--- config.mk ---
export PLATFORM = sky130hd
export DESIGN_NAME = l0_ctrl_flat
export DESIGN_NICKNAME = d
export VERILOG_FILES = /design/src/rtl/l0_ctrl_if.sv /design/src/rtl/l0_ctrl.sv /design/src/flat_wrapper.sv
export SDC_FILE = /design/constraint.sdc
export NUM_CORES = 1
export LEC_CHECK = 0
export ABC_AREA = 1
export BUFFER_PORTS_ARGS = -buffer_cell sky130_fd_sc_hd__buf_2
export CAP_MARGIN = 20
export CORE_MARGIN = 2
export CORE_UTILIZATION = 61
export CTS_CLUSTER_SIZE = 30
export DETAILED_ROUTE_END_ITERATION = 6
export PLACE_DENSITY_LB_ADDON = 0.05
export SLEW_MARGIN = 20
export SYNTH_ARGS = -nofsm -noshare
export SYNTH_HDL_FRONTEND = slang
export SYNTH_SLANG_ARGS = --single-unit
--- constraint.sdc ---
create_clock -name clk_i -period 3.43 [get_ports clk_i]
set_input_delay 0.343 -clock clk_i [delete_from_list [all_inputs] [get_ports clk_i]]
set_output_delay 0.343 -clock clk_i [all_outputs]
set_load 0.01 [all_outputs]
--- src/rtl/l0_ctrl_if.sv ---
// Command, SRAM read-port and L0 strobe bundle between the decoder/environment
// (master) and the L0 fetch/drain sequencer (slave).
interface l0_ctrl_if #(
  parameter int unsigned ADDR_W = 11
);
  logic              start_i;
  logic [ADDR_W-1:0] base_addr_i;
  logic [6:0]        num_vec_i;
  logic              mode_i;
  logic              array_stall_i;
  logic              l0_full_i;
  logic              l0_ready_i;
  logic              sram_cen_o;
  logic              sram_wen_o;
  logic [ADDR_W-1:0] sram_addr_o;
  logic              l0_wr_o;
  logic              l0_rd_o;
  logic              l0_version_o;
  logic              busy_o;
  logic              done_o;

  modport master (
    output start_i, base_addr_i, num_vec_i, mode_i, array_stall_i, l0_full_i, l0_ready_i,
    input  sram_cen_o, sram_wen_o, sram_addr_o, l0_wr_o, l0_rd_o, l0_version_o, busy_o, done_o
  );

  modport slave (
    input  start_i, base_addr_i, num_vec_i, mode_i, array_stall_i, l0_full_i, l0_ready_i,
    output sram_cen_o, sram_wen_o, sram_addr_o, l0_wr_o, l0_rd_o, l0_version_o, busy_o, done_o
  );
endinterface

--- src/rtl/l0_ctrl.sv ---
// L0 input FIFO sequencer: fetches num_vec activation vectors from SRAM into L0,
// drains them into the systolic array, waits for all row FIFOs to empty, then pulses done.
module l0_ctrl #(
  parameter int unsigned ADDR_W = 11
) (
  input  logic       clk_i,
  input  logic       rst_ni,
  l0_ctrl_if.slave   bus
);

  typedef enum logic [2:0] {
    IDLE, WAIT_EMPTY, LOAD, LOAD_TAIL, DRAIN, FLUSH, DONE
  } state_e;

  state_e            state_q, state_d;
  logic [ADDR_W-1:0] base_q, base_d;
  logic [6:0]        num_q, num_d;
  logic [6:0]        issue_q, issue_d;
  logic [6:0]        rd_q, rd_d;
  logic              mode_q, mode_d;
  logic              wr_q;

  logic              issue;
  logic              l0_rd;
  logic [ADDR_W-1:0] sram_addr;

  always_ff @(posedge clk_i or negedge rst_ni) begin
    if (!rst_ni) begin
      state_q <= IDLE;
      base_q  <= '0;
      num_q   <= '0;
      issue_q <= '0;
      rd_q    <= '0;
      mode_q  <= 1'b0;
      wr_q    <= 1'b0;
    end else begin
      state_q <= state_d;
      base_q  <= base_d;
      num_q   <= num_d;
      issue_q <= issue_d;
      rd_q    <= rd_d;
      mode_q  <= mode_d;
      // SRAM data lands one cycle after the issue and is written straight into L0
      wr_q    <= issue;
    end
  end

  always_comb begin
    state_d   = state_q;
    base_d    = base_q;
    num_d     = num_q;
    issue_d   = issue_q;
    rd_d      = rd_q;
    mode_d    = mode_q;
    issue     = 1'b0;
    l0_rd     = 1'b0;
    sram_addr = '0;

    unique case (state_q)
      IDLE: begin
        if (bus.start_i) begin
          base_d  = bus.base_addr_i;
          num_d   = bus.num_vec_i;
          mode_d  = bus.mode_i;
          issue_d = '0;
          rd_d    = '0;
          if (bus.num_vec_i == '0)   state_d = DONE;
          else if (bus.l0_ready_i)   state_d = LOAD;
          else                       state_d = WAIT_EMPTY;
        end
      end
      WAIT_EMPTY: begin
        if (bus.l0_ready_i) state_d = LOAD;
      end
      LOAD: begin
        sram_addr = base_q + ADDR_W'(issue_q);
        if (!bus.l0_full_i) begin
          issue   = 1'b1;
          issue_d = issue_q + 7'd1;
          if (issue_d == num_q) state_d = LOAD_TAIL;
        end
      end
      LOAD_TAIL: begin
        state_d = DRAIN;
      end
      DRAIN: begin
        if (!bus.array_stall_i) begin
          l0_rd = 1'b1;
          rd_d  = rd_q + 7'd1;
          if (rd_d == num_q) state_d = FLUSH;
        end
      end
      FLUSH: begin
        if (bus.l0_ready_i) state_d = DONE;
      end
      DONE: begin
        state_d = IDLE;
      end
      default: begin
        state_d = IDLE;
      end
    endcase
  end

  assign bus.sram_cen_o   = ~issue;
  assign bus.sram_wen_o   = 1'b1;
  assign bus.sram_addr_o  = sram_addr;
  assign bus.l0_wr_o      = wr_q;
  assign bus.l0_rd_o      = l0_rd;
  assign bus.l0_version_o = mode_q;
  assign bus.busy_o       = (state_q != IDLE);
  assign bus.done_o       = (state_q == DONE);

endmodule

--- src/flat_wrapper.sv ---
// flat-port wrapper written by rule: the top's interface ports become plain ports
module l0_ctrl_flat 
#(
  parameter int unsigned ADDR_W = 11
)
  (clk_i, rst_ni, bus_start_i, bus_base_addr_i, bus_num_vec_i, bus_mode_i, bus_array_stall_i, bus_l0_full_i, bus_l0_ready_i, bus_sram_cen_o, bus_sram_wen_o, bus_sram_addr_o, bus_l0_wr_o, bus_l0_rd_o, bus_l0_version_o, bus_busy_o, bus_done_o);
  l0_ctrl_if #(.ADDR_W(ADDR_W)) bus_i ();
  input  logic clk_i;
  input  logic rst_ni;
  input wire logic [$bits(bus_i.start_i)-1:0] bus_start_i;
  input wire logic [$bits(bus_i.base_addr_i)-1:0] bus_base_addr_i;
  input wire logic [$bits(bus_i.num_vec_i)-1:0] bus_num_vec_i;
  input wire logic [$bits(bus_i.mode_i)-1:0] bus_mode_i;
  input wire logic [$bits(bus_i.array_stall_i)-1:0] bus_array_stall_i;
  input wire logic [$bits(bus_i.l0_full_i)-1:0] bus_l0_full_i;
  input wire logic [$bits(bus_i.l0_ready_i)-1:0] bus_l0_ready_i;
  output wire logic [$bits(bus_i.sram_cen_o)-1:0] bus_sram_cen_o;
  output wire logic [$bits(bus_i.sram_wen_o)-1:0] bus_sram_wen_o;
  output wire logic [$bits(bus_i.sram_addr_o)-1:0] bus_sram_addr_o;
  output wire logic [$bits(bus_i.l0_wr_o)-1:0] bus_l0_wr_o;
  output wire logic [$bits(bus_i.l0_rd_o)-1:0] bus_l0_rd_o;
  output wire logic [$bits(bus_i.l0_version_o)-1:0] bus_l0_version_o;
  output wire logic [$bits(bus_i.busy_o)-1:0] bus_busy_o;
  output wire logic [$bits(bus_i.done_o)-1:0] bus_done_o;
  assign bus_i.start_i = bus_start_i;
  assign bus_i.base_addr_i = bus_base_addr_i;
  assign bus_i.num_vec_i = bus_num_vec_i;
  assign bus_i.mode_i = bus_mode_i;
  assign bus_i.array_stall_i = bus_array_stall_i;
  assign bus_i.l0_full_i = bus_l0_full_i;
  assign bus_i.l0_ready_i = bus_l0_ready_i;
  assign bus_sram_cen_o = bus_i.sram_cen_o;
  assign bus_sram_wen_o = bus_i.sram_wen_o;
  assign bus_sram_addr_o = bus_i.sram_addr_o;
  assign bus_l0_wr_o = bus_i.l0_wr_o;
  assign bus_l0_rd_o = bus_i.l0_rd_o;
  assign bus_l0_version_o = bus_i.l0_version_o;
  assign bus_busy_o = bus_i.busy_o;
  assign bus_done_o = bus_i.done_o;
  l0_ctrl #(.ADDR_W(ADDR_W)) u_core (.clk_i(clk_i), .rst_ni(rst_ni), .bus(bus_i));
endmodule
==> results of run 1 <==
## Yosys cell counts (5+ instances only)
master | n | area (µm²)
a21oi_1 | 9 | 45.0
inv_2 | 5 | 18.8
o21ai_1 | 7 | 35.0
nor2_4 | 5 | 56.3
nor2_1 | 23 | 86.3
ha_1 | 9 | 113
o21ai_0 | 12 | 60.1
dfrtp_1 | 37 | 926
inv_1 | 36 | 135
nand2_1 | 112 | 420
nor2_2 | 7 | 43.8
nand3_1 | 40 | 200
nand2_2 | 7 | 43.8
## stage by stage
stage / instances / setup WS [ns] / instance area (µm²) / hold slack [ns]
2_1_floorplan: 355 / 1.33 / 2560 / 0.0474
3_3_place_gp: 441 / 1.01 / 2790 / 0.449
3_5_place_dp: 441 / 0.923 / 2790 / 0.453
4_1_cts: 449 / 0.605 / 2870 / 0.185
5_1_grt: 449 / 0.359 / 2870 / 0.220
6_report: 449 / 0.608 / 2870 / 0.148
## worst min path at each step
stage	from	end	cells past startpoint
floorplan	rst_ni	u_core.base_q[0]$_DFFE_PN0P_	0
global placement	u_core.bus.l0_version_o$_DFFE_PN0P_	u_core.bus.l0_version_o$_DFFE_PN0P_	2
detailed placement	u_core.bus.l0_version_o$_DFFE_PN0P_	u_core.bus.l0_version_o$_DFFE_PN0P_	2
CTS	rst_ni	u_core.base_q[4]$_DFFE_PN0P_	1
global route	rst_ni	u_core.base_q[2]$_DFFE_PN0P_	1
finish	rst_ni	u_core.issue_q[2]$_DFFE_PN0P_	1
## final cells by class
cell class / instances / area [µm²]
flip-flops and latches: 37 / 926
clock buffers: 5 / 68.8
well taps: 50 / 62.6
multi-input cells: 266 / 1400
inverters: 46 / 183
fillers: 336 / 1160
repair buffers: 42 / 213
clock inverters: 3 / 17.5
## report_power, final
group | total [mW] | internal (mW) | switching, mW
Combinational | 1.00 | 0.370 | 0.634
Clock | 0.307 | 0.140 | 0.166
Sequential | 0.737 | 0.582 | 0.155
## per-layer routing
layer,GRT usage,part of all wire
met1,0.374,0.46
met2,0.446,0.46
met3,0.0666,0.064
met4,0.0784,0.014
met5,0,0
## kinds of logic after synthesis
kind of cell,Yosys count,share of synthesized area
other,1,0.00147
AOI/OAI and AO/OA,42,0.103
xor gates and xnor gates,5,0.0171
and+or+nand+nor,208,0.375
buffers and inverters,52,0.0900
adders and majority gates,10,0.0518
DFF,37,0.362
## layout by cell type, fill, tap and decap left out, types with 2 or more instances in the layout
master	instances
inv_1	36
nand3_1	40
nand3_2	3
ha_1	9
o21ai_1	7
nand2_2	7
o22ai_2	4
clkinv_2	2
xnor2_1	2
nor2_1	23
buf_2	41
nand2_1	112
nor2_2	7
nor3_1	3
o22ai_1	2
dfrtp_1	37
inv_2	5
nor2_4	5
a31oi_1	2
xor2_1	3
a21o_1	2
o21ai_0	12
o211ai_1	2
clkbuf_8	5
inv_4	4
nand4_1	4
a21oi_1	9
## worst max-delay path, delay by kind of cell (launching register included)
kind                       cells  cell delay (ns)
adders and majority gates      2             0.58
DFF                            1             0.52
and+or+nand+nor                9             0.80
buffers and inverters          3             0.29
## registers in the layout, indices dropped and copies added (netlist names)
name                     count
u_core.base_q               11
u_core.bus.l0_version_o      1
u_core.bus.l0_wr_o           1
u_core.issue_q               7
u_core.num_q                 7
u_core.rd_q                  7
u_core.state_q               3
==> metrics.cfg, run 1 <==
[outcome]
status=finished clean

[global_route]
grt_overflow=0
grt.total_usage=0.277
grt_pass1_vias=2194
antenna_found_initial=0
grt_max_degree=38
grt_pass1_wl_um=9710

[setup_path]
crit_slowest_cell=dfrtp_1
crit_start=u_core.issue_q[0]$_DFFE_PN0P_
arrival_ns=2.48
required_ns=3.09
crit_type=flip-flop to output port
cp_cell_sequence=ha_1 > inv_1 > fa_1 > inv_1 > nand3_1 > nor2_1 > nor2_1 > nor2_1 > nor2_1 > nor2_2 > nand3_1 > nand2_1 > nor2_1 > buf_2
end_kind=output port
ff2ff_path_depth=6
r2r_slack_ns=1.40
crit_top_cell=nor2_1
r2r-start=u_core.state_q[1]$_DFFE_PN0P_
crit_path_end=bus_sram_addr_o[10]
timing.rr.end=u_core.rd_q[2]$_DFFE_PN0P_
start_kind=flip-flop
max_stage_delay_ns=0.52
cp_max_fo=9

[clock_tree]
clk_latency_ns=0.29
clk_pin_slew_ns=0.08
cts-htree-levels=2
clockBufferDepth=2
cts_tree=done
postCtsSetupRepairBufs=0
clock_sinks=37
clockRootBuffer=clkbuf_8
cts_resized=0
cts_hold_buf=0
cts_buffers=5

[finish]
layout.nets=433
fin_util=0.713
layout-drive-gt1-share=0.221
diodes=0
syn_to_final_growth_pct=12.3

[placed_design]
gp_routability_congestion=0.895
dp_hpwl_um=4530
port_buffers=41

[min_path]
hold_path.class=primary input to asynchronous set/reset pin

[route]
dr.pass1.iters=4
via_per_inst=5.41
routedWlPerCell_um=13.1
vias=2429
drt_wl_total_um=5890
ant_nets=0
route.detailed.drc=0
drt_iter0_drc=160

[die]
rows=23
die_y_um=68.8
initial_core_util=0.635
dieArea_um2=4730
core_area_um2=4030
pin_count=43
die_x_um=68.8

[yosys]
avgSynthCellArea_um2=7.21
syn_nets=390
ys_async_sr_fraction=1.00
syn_inst=355
synth_edf_count=0
ys_seq_area_frac=0.362
synth_flop_cell=dfrtp_1
synth_seq_cells=37
ys_types=36
synth_area_um2=2560
ys_warn_count=0

[timing]
setup-tns-final_ns=0
tightest_slew_ns=0.847
maxSlewViolCount=0
skew_ns=0.00303
fin_crit_sh=0.823
fmax_mhz=354
setup_viol=0
hold_viol_final=0
rsz0062_at_grt=false
min_period_ns=2.82
worst_slew_margin_rel=0.435

[flow_run]
maxCapViolCount=0

[power]
p_per_area_nw_per_um2=713
peakVddDrop_mv=0.466
finalPower_mw=2.05
p_leak_nw=1.51

No activity file was read; power rests on OpenSTA's default activity.
==> run 2: changes to the inputs <==
--- a/config.mk
+++ b/config.mk
@@ -9,7 +9,7 @@
 export BUFFER_PORTS_ARGS = -buffer_cell sky130_fd_sc_hd__buf_2
 export CAP_MARGIN = 20
 export CORE_MARGIN = 2
-export CORE_UTILIZATION = 61
+export CORE_UTILIZATION = 57
 export CTS_CLUSTER_SIZE = 30
 export DETAILED_ROUTE_END_ITERATION = 6
 export PLACE_DENSITY_LB_ADDON = 0.05
==> constraint.sdc (replaced) <==
create_clock -name clk_i -period 2.6 [get_ports clk_i]
set_input_delay 0.26 -clock clk_i [delete_from_list [all_inputs] [get_ports clk_i]]
set_output_delay 0.26 -clock clk_i [all_outputs]
set_load 0.01 [all_outputs]
==> run 2 against run 1 <==
Against the previous run:
- via count down 1.6%
- sequential power increased by 29%
- clock power grew 27%
- highest routed layer unchanged
==> metrics.cfg, run 2 (synthesis gave the netlist of run 1 again) <==
[setup_path]
max_stage_delay_ns=0.36  ; -0.16 ns
end_kind=output port
crit_top_cell=nor2_1
path_buf_inv=3  ; unchanged
crit_type=flip-flop to output port
cp_cell_sequence=ha_2 > inv_2 > fa_2 > inv_2 > nand3_2 > nor2_2 > nor2_1 > nor2_1 > nor2_1 > nor2_2 > nand3_1 > nand2_1 > nor2_1 > buf_2
cp_max_fo=4  ; -5
crit_slowest_cell=dfrtp_1
start_kind=flip-flop
required_ns=2.34  ; -0.75 ns
path_delay_family=simple AND/OR/NAND/NOR gates
arrival_ns=2.25  ; -0.23 ns

[timing]
rsz0062_at_grt=true
maxSlewViolCount=0  ; unchanged
skew_ns=0.00213  ; -0.000895 ns
whs_ns=0.0771  ; -0.0712 ns
tightest_slew_ns=0.845  ; -0.00186 ns
layout_setup_ws_ns=0.0941  ; -0.514 ns
setup-tns-final_ns=0  ; unchanged
worst_slew_margin_rel=0.437  ; +0.00124
fin_crit_sh=0.964
hold_viol_final=0  ; unchanged
min_period_ns=2.51
fmax_mhz=399
setup_viol=0  ; unchanged

[min_path]
hold_path.class=primary input to asynchronous set/reset pin

[clock_tree]
cts_buffers=5  ; unchanged
cts_tree=done
clock_sinks=37  ; unchanged
clockBufferDepth=2  ; unchanged
clk_pin_slew_ns=0.07  ; about the same
cts-htree-levels=2  ; unchanged
clockRootBuffer=clkbuf_8
clk_latency_ns=0.28  ; about the same

[power]
clkPwrFrac=0.144  ; -0.006
peakVddDrop_mv=0.672  ; +44%
p_leak_nw=1.51  ; +0.21%
finalPower_mw=2.71  ; +32%
switching_share=0.454  ; -0.0126
combPwrFrac=0.505  ; +0.015
p_per_area_nw_per_um2=930  ; +30%
power.share.sequential=0.351  ; -0.009
cellInternalPower_mw=1.48  ; +35%
power.switching_mw=1.23  ; +29%

[global_route]
met1_usage=0.333  ; -0.0402
antenna_found_initial=0  ; unchanged
use_met3=0.0442  ; -0.0224
grt_pass1_wl_um=10300  ; +5.9%
grt_overflow=0  ; unchanged
grt_pass1_vias=2358  ; +7.5%
met2_usage=0.433  ; -0.0129
grt_max_degree=38  ; unchanged
busiest_layer=met2
grt.total_usage=0.253  ; -0.0241

[route]
via_per_inst=5.27  ; -2.6%
drt_wl_total_um=5700  ; -3.1%
vias=2391  ; -1.6%
drt_iter0_drc=115  ; -28%
dr.pass1.iters=4  ; unchanged
ant_nets=0  ; unchanged
route.detailed.drc=0  ; unchanged
routedWlPerCell_um=12.6  ; -4.1%

[die]
core_area_um2=4350  ; +8.1%
pin_count=43  ; unchanged
initial_core_util=0.588  ; -0.0474
die_y_um=71  ; +3.3%
dieArea_um2=5040  ; +6.6%
die_x_um=71  ; +3.3%
rows=24  ; +4.3%

[finish]
diodes=0  ; unchanged
largest-register=u_core.base_q
layout-drive-gt1-share=0.239  ; +0.0183
layout_common_cells=nand2_1 (112), buf_2 (41), nand3_1 (39)
final_common_cell=nand2_1
syn_to_final_growth_pct=13.7
fin_util=0.668  ; -0.0447
largest_reg_flops=11  ; unchanged
finish.instance_area_um2=2910  ; +1.3%
layout.nets=436  ; +0.69%
layout.cells.non_filler=454  ; +1.1%

[placed_design]
port_buffers=41  ; unchanged
postPlaceCellArea_um2=2800  ; +0.63%
dp_hpwl_um=4400  ; -2.8%
dp_slack_ns=0.391  ; -0.532 ns
gp_routability_congestion=0.847  ; -5.4%
dp_cells=445  ; +0.91%

[flow_run]
maxCapViolCount=0  ; unchanged

[outcome]
status=finished clean

-- run 2: cell types whose count changed in the layout (fill, tap and decap cells not counted), moves of 2 or more --
cell,delta
buf_4,+3
clkbuf_1,+3
clkinv_2,-2
ha_1,-2
ha_2,+2
inv_1,-2
inv_2,+2
-- run 2: cell type report --
type	count	area (µm²)
fill	399	1440
inverter	46	183
sequential	37	926
multi-input combinational	266	1420
tap	52	65.1
timing repair buffer	45	235
clock buffer	8	80.1
-- run 2: per-layer routing --
layer | vias to the layer above | part of all wire | wire length (µm)
met4 | 0 | 0.0053 | 30
met2 | 45 | 0.48 | 2750
met3 | 2 | 0.045 | 259
li1 | 1243 | - | -
met5 | - | 0 | 0
met1 | 1101 | 0.47 | 2660
-- run 2: worst register-to-register path, cell delays in order (launching register included) --
cell and delay, ns:
dfrtp_1 0.39, buf_4 0.17, ha_1 0.34, xor2_1 0.17, nor2_1 0.10, nand3_1 0.09, nor2_1 0.11, nand3_1 0.14
nand2_1 0.17, nand2_1 0.07, nand2_1 0.06, nand2_1 0.05
-- run 2: worst paths after layout --
kind / startpoint / endpoint / slack (ns) / cells past startpoint
worst max-delay path: u_core.issue_q[0]$_DFFE_PN0P_ / bus_sram_addr_o[10] / 0.09 / 14
worst min-delay path: rst_ni / u_core.bus.l0_wr_o$_DFF_PN0_ / 0.08 / 1
worst max register to register: u_core.issue_q[0]$_DFFE_PN0P_ / u_core.state_q[1]$_DFFE_PN0P_ / 0.64 / 11
worst min register to register: u_core.bus.l0_version_o$_DFFE_PN0P_ / u_core.bus.l0_version_o$_DFFE_PN0P_ / 0.47 / 2
max in group asynchronous: rst_ni / u_core.rd_q[0]$_DFFE_PN0P_ / 1.99 / 1
min in group clk_i: bus_base_addr_i[4] / u_core.base_q[4]$_DFFE_PN0P_ / 0.17 / 3
-- run 2: power by group through the flow --
stage	clock network (mW)	registers [mW]	logic, mW
after floorplan	0	0.921	1.03
after global placement	0	0.955	1.32
after detailed placement	0	0.958	1.34
after CTS	0.403	0.948	1.35
after global routing	0.418	0.981	1.59
final	0.390	0.950	1.37
-- run 2: repair_timing --
| action | 4_1_cts | 5_1_grt |
|---|---|---|
| hold buffers | 0 | 0 |
| resized for setup | 0 | 8 |
| setup endpoints to repair | 0 | 2 |
| buffers inserted | 0 | 1 |
==> run 3: changes to the inputs <==
--- a/config.mk
+++ b/config.mk
@@ -5,11 +5,11 @@
 export SDC_FILE = /design/constraint.sdc
 export NUM_CORES = 1
 export LEC_CHECK = 0
-export ABC_AREA = 1
 export BUFFER_PORTS_ARGS = -buffer_cell sky130_fd_sc_hd__buf_2
 export CAP_MARGIN = 20
 export CORE_MARGIN = 2
-export CORE_UTILIZATION = 57
+export CORE_UTILIZATION = 58
+export CTS_BUF_LIST = sky130_fd_sc_hd__clkbuf_4 sky130_fd_sc_hd__clkbuf_8
 export CTS_CLUSTER_SIZE = 30
 export DETAILED_ROUTE_END_ITERATION = 6
 export PLACE_DENSITY_LB_ADDON = 0.05
==> run 3 against run 2 <==
Against the previous run:
- clock skew grew 0.0059 ns
- largest power group unchanged
- critical endpoint unchanged
- worst setup slack gained 0.0066 ns
- highest routed layer unchanged
- critical path type unchanged
- combinational power shrank 9%
- count of clock-buffer cells in the layout shrank 1
- clock power grew 7.2%
- largest cell class unchanged
==> metrics.cfg, run 3 <==
[min_path]
hold_path.class=primary input to asynchronous set/reset pin

[clock_tree]
clock_sinks=37  ; unchanged
clockBufferDepth=2  ; unchanged
cts_tree=done
cts-htree-levels=2  ; unchanged
cts_buffers=5  ; unchanged
clk_pin_slew_ns=0.08  ; about the same
clockRootBuffer=clkbuf_8
clk_latency_ns=0.29  ; about the same

[timing]
skew_ns=0.00800  ; +0.00587 ns
worst_slew_margin_rel=0.452  ; +0.0155
hold_viol_final=0  ; unchanged
tightest_slew_ns=0.822  ; -0.0232 ns
fin_crit_sh=0.961  ; -0.00252
fmax_mhz=400  ; +0.26%
maxSlewViolCount=0  ; unchanged
setup_viol=0  ; unchanged
rsz0062_at_grt=true
min_period_ns=2.50  ; -0.00656 ns

[setup_path]
path_delay_family=compound AO/OA/AOI/OAI gates
cp_cell_sequence=ha_4 > inv_2 > fa_2 > nor2b_2 > o21a_1 > o21ai_2 > a211oi_2 > xnor2_1 > nor2_1 > buf_2
path_buf_inv=2  ; -1
max_stage_delay_ns=0.41  ; +0.05 ns
arrival_ns=2.24  ; about the same
cp_max_fo=3  ; -1
crit_slowest_cell=dfrtp_1
crit_type=flip-flop to output port
end_kind=output port
required_ns=2.34  ; about the same
start_kind=flip-flop
r2r_slack_ns=0.65  ; about the same

[yosys]
netlist_top_cells_area=dfrtp_1 (40%), mux2_2 (8.2%), o21ai_0 (5.8%)
ys_async_sr_fraction=1.00  ; unchanged
synth_seq_cells=37  ; unchanged
ys_seq_area_frac=0.399  ; +0.0371
syn_nets=279  ; -28%
avgSynthCellArea_um2=9.51  ; +32%
ys_types=47  ; +31%
synth.most_common_cell=dfrtp_1
synth.top_cell.area_share=0.399  ; +0.0371
synth_edf_count=0  ; unchanged
ys_warn_count=0  ; unchanged
yosys.area.top_type=dfrtp_1
syn_inst=244  ; -31%
synth_flop_cell=dfrtp_1
ys_top_cells_by_count=dfrtp_1 (37), o21ai_0 (27), nor2_1 (20)
synth_area_um2=2320  ; -9.3%

[global_route]
grt_pass1_vias=1871  ; -21%
grt_max_degree=38  ; unchanged
grt.total_usage=0.254  ; +0.000729
grt_pass1_wl_um=8640  ; -16%
grt_overflow=0  ; unchanged
antenna_found_initial=0  ; unchanged

[route]
vias=1981  ; -17%
drt_wl_total_um=5120  ; -10%
routedWlPerCell_um=15.3  ; +22%
ant_nets=0  ; unchanged
via_per_inst=5.93  ; +13%
route.detailed.drc=0  ; unchanged
drt_iter0_drc=79  ; -31%
dr.pass1.iters=5  ; +1

[placed_design]
gp_routability_congestion=0.814  ; -3.9%
dp_hpwl_um=3570  ; -19%
postPlaceCellArea_um2=2550  ; -9.0%
dp_cells=325  ; -27%
port_buffers=41  ; unchanged

[finish]
diodes=0  ; unchanged
final_common_cell=buf_2
layout-drive-gt1-share=0.318  ; +0.0794
layout_common_cells=buf_2 (41), dfrtp_1 (35), o21ai_0 (26)
finish.instance_area_um2=2710  ; -7.0%
largest_reg_flops=11  ; unchanged
largest-register=u_core.base_q
layout.cells.non_filler=334  ; -26%
layout.nets=321  ; -26%
syn_to_final_growth_pct=16.7

[outcome]
status=finished clean

[die]
rows=22  ; -8.3%
die_x_um=67.3  ; -5.3%
core_area_um2=3740  ; -14%
pin_count=43  ; unchanged
die_y_um=67.3  ; -5.3%
initial_core_util=0.620  ; +0.0323
dieArea_um2=4520  ; -10%

[power]
p_leak_nw=1.21  ; -20%
finalPower_mw=2.68  ; -0.99%
p_per_area_nw_per_um2=989  ; +6.4%
peakVddDrop_mv=0.556  ; -17%

[flow_run]
maxCapViolCount=0  ; unchanged

-- run 3: changes by cell type in the layout (fill, tap and decap cells not counted), moves of 12 or more --
cell,before,now
o21ai_0,12,26
inv_1,34,5
xnor2_1,2,14
mux2_2,0,17
nand2_1,112,14
nand3_1,39,6
-- run 3: kinds of logic after synthesis --
logic type               Yosys count  synth area share
AO/OA/AOI/OAI                     62             0.169
XOR/XNOR                          23            0.0868
adder cells (fa/ha/maj)           10            0.0571
buffers and inverters             19            0.0361
flip-flops                        37             0.399
multiplexers                      17            0.0825
other                              1           0.00162
AND/OR/NAND/NOR                   75             0.168
-- run 3: layout make-up --
class                      count  area [µm²]
fill                         305        1040
timing repair buffer          45         235
inverter                       9        33.8
tap                           48        60.1
clock buffer                   7        90.1
multi-input combinational    188        1360
sequential                    37         928
-- run 3: report_power, final --
part / total [mW] / switching [mW] / internal, mW / leakage [nW]
logic: 1.24 / 0.626 / 0.612 / 0.699
registers: 1.02 / 0.243 / 0.780 / 0.467
clock network: 0.418 / 0.197 / 0.221 / 0.0477
-- run 3: worst paths after layout --
| path | cells past startpoint | endpoint | startpoint |
|---|---|---|---|
| worst max register to register | 7 | u_core.state_q[0]$_DFFE_PN0P_ | u_core.issue_q[0]$_DFFE_PN0P_ |
| max in group asynchronous | 1 | u_core.issue_q[2]$_DFFE_PN0P_ | rst_ni |
| worst max-delay path | 10 | bus_sram_addr_o[10] | u_core.base_q[0]$_DFFE_PN0P_ |
| worst min register to register | 1 | u_core.rd_q[6]$_DFFE_PN0P_ | u_core.rd_q[6]$_DFFE_PN0P_ |
| min in group clk_i | 3 | u_core.base_q[1]$_DFFE_PN0P_ | bus_base_addr_i[1] |
| worst min-delay path | 1 | u_core.state_q[1]$_DFFE_PN0P_ | rst_ni |
-- run 3: worst reg2reg max path, stage by stage, from the launching register on --
cell and delay (ns):
dfrtp_2 0.44, buf_4 0.16, ha_1 0.33, xnor2_1 0.17
o211ai_1 0.12, a2111oi_2 0.35, nand4_1 0.14, a32oi_1 0.16
-- run 3: stage by stage --
step                      setup WS [ns]  hold WS [ns]  TNS [ns]  utilization
after floorplan                   0.435       -0.0356         0            -
after global placement            0.219         0.410         0        0.681
after detailed placement          0.160         0.406         0        0.681
after CTS                       0.00844         0.101         0        0.709
after global routing            -0.0232         0.130   -0.0279        0.723
final                             0.101        0.0637         0        0.723
-- run 3: timing repair --
action | in CTS | in global routing
pin swaps | 1 | 3
cloned | 0 | 0
resized for setup | 2 | 11
setup endpoints to repair | 3 | 5
buffers inserted | 1 | 1
hold buffers | 0 | 0
-- run 3: routing by layer --
layer	vias to the layer above	track usage	wire length (µm)	part of all wire
met2	51	0.377	2370	0.46
li1	957	-	-	-
met1	966	0.370	2460	0.48
met4	0	0.0944	64	0.012
met5	-	0	0	0
met3	7	0.0467	223	0.044
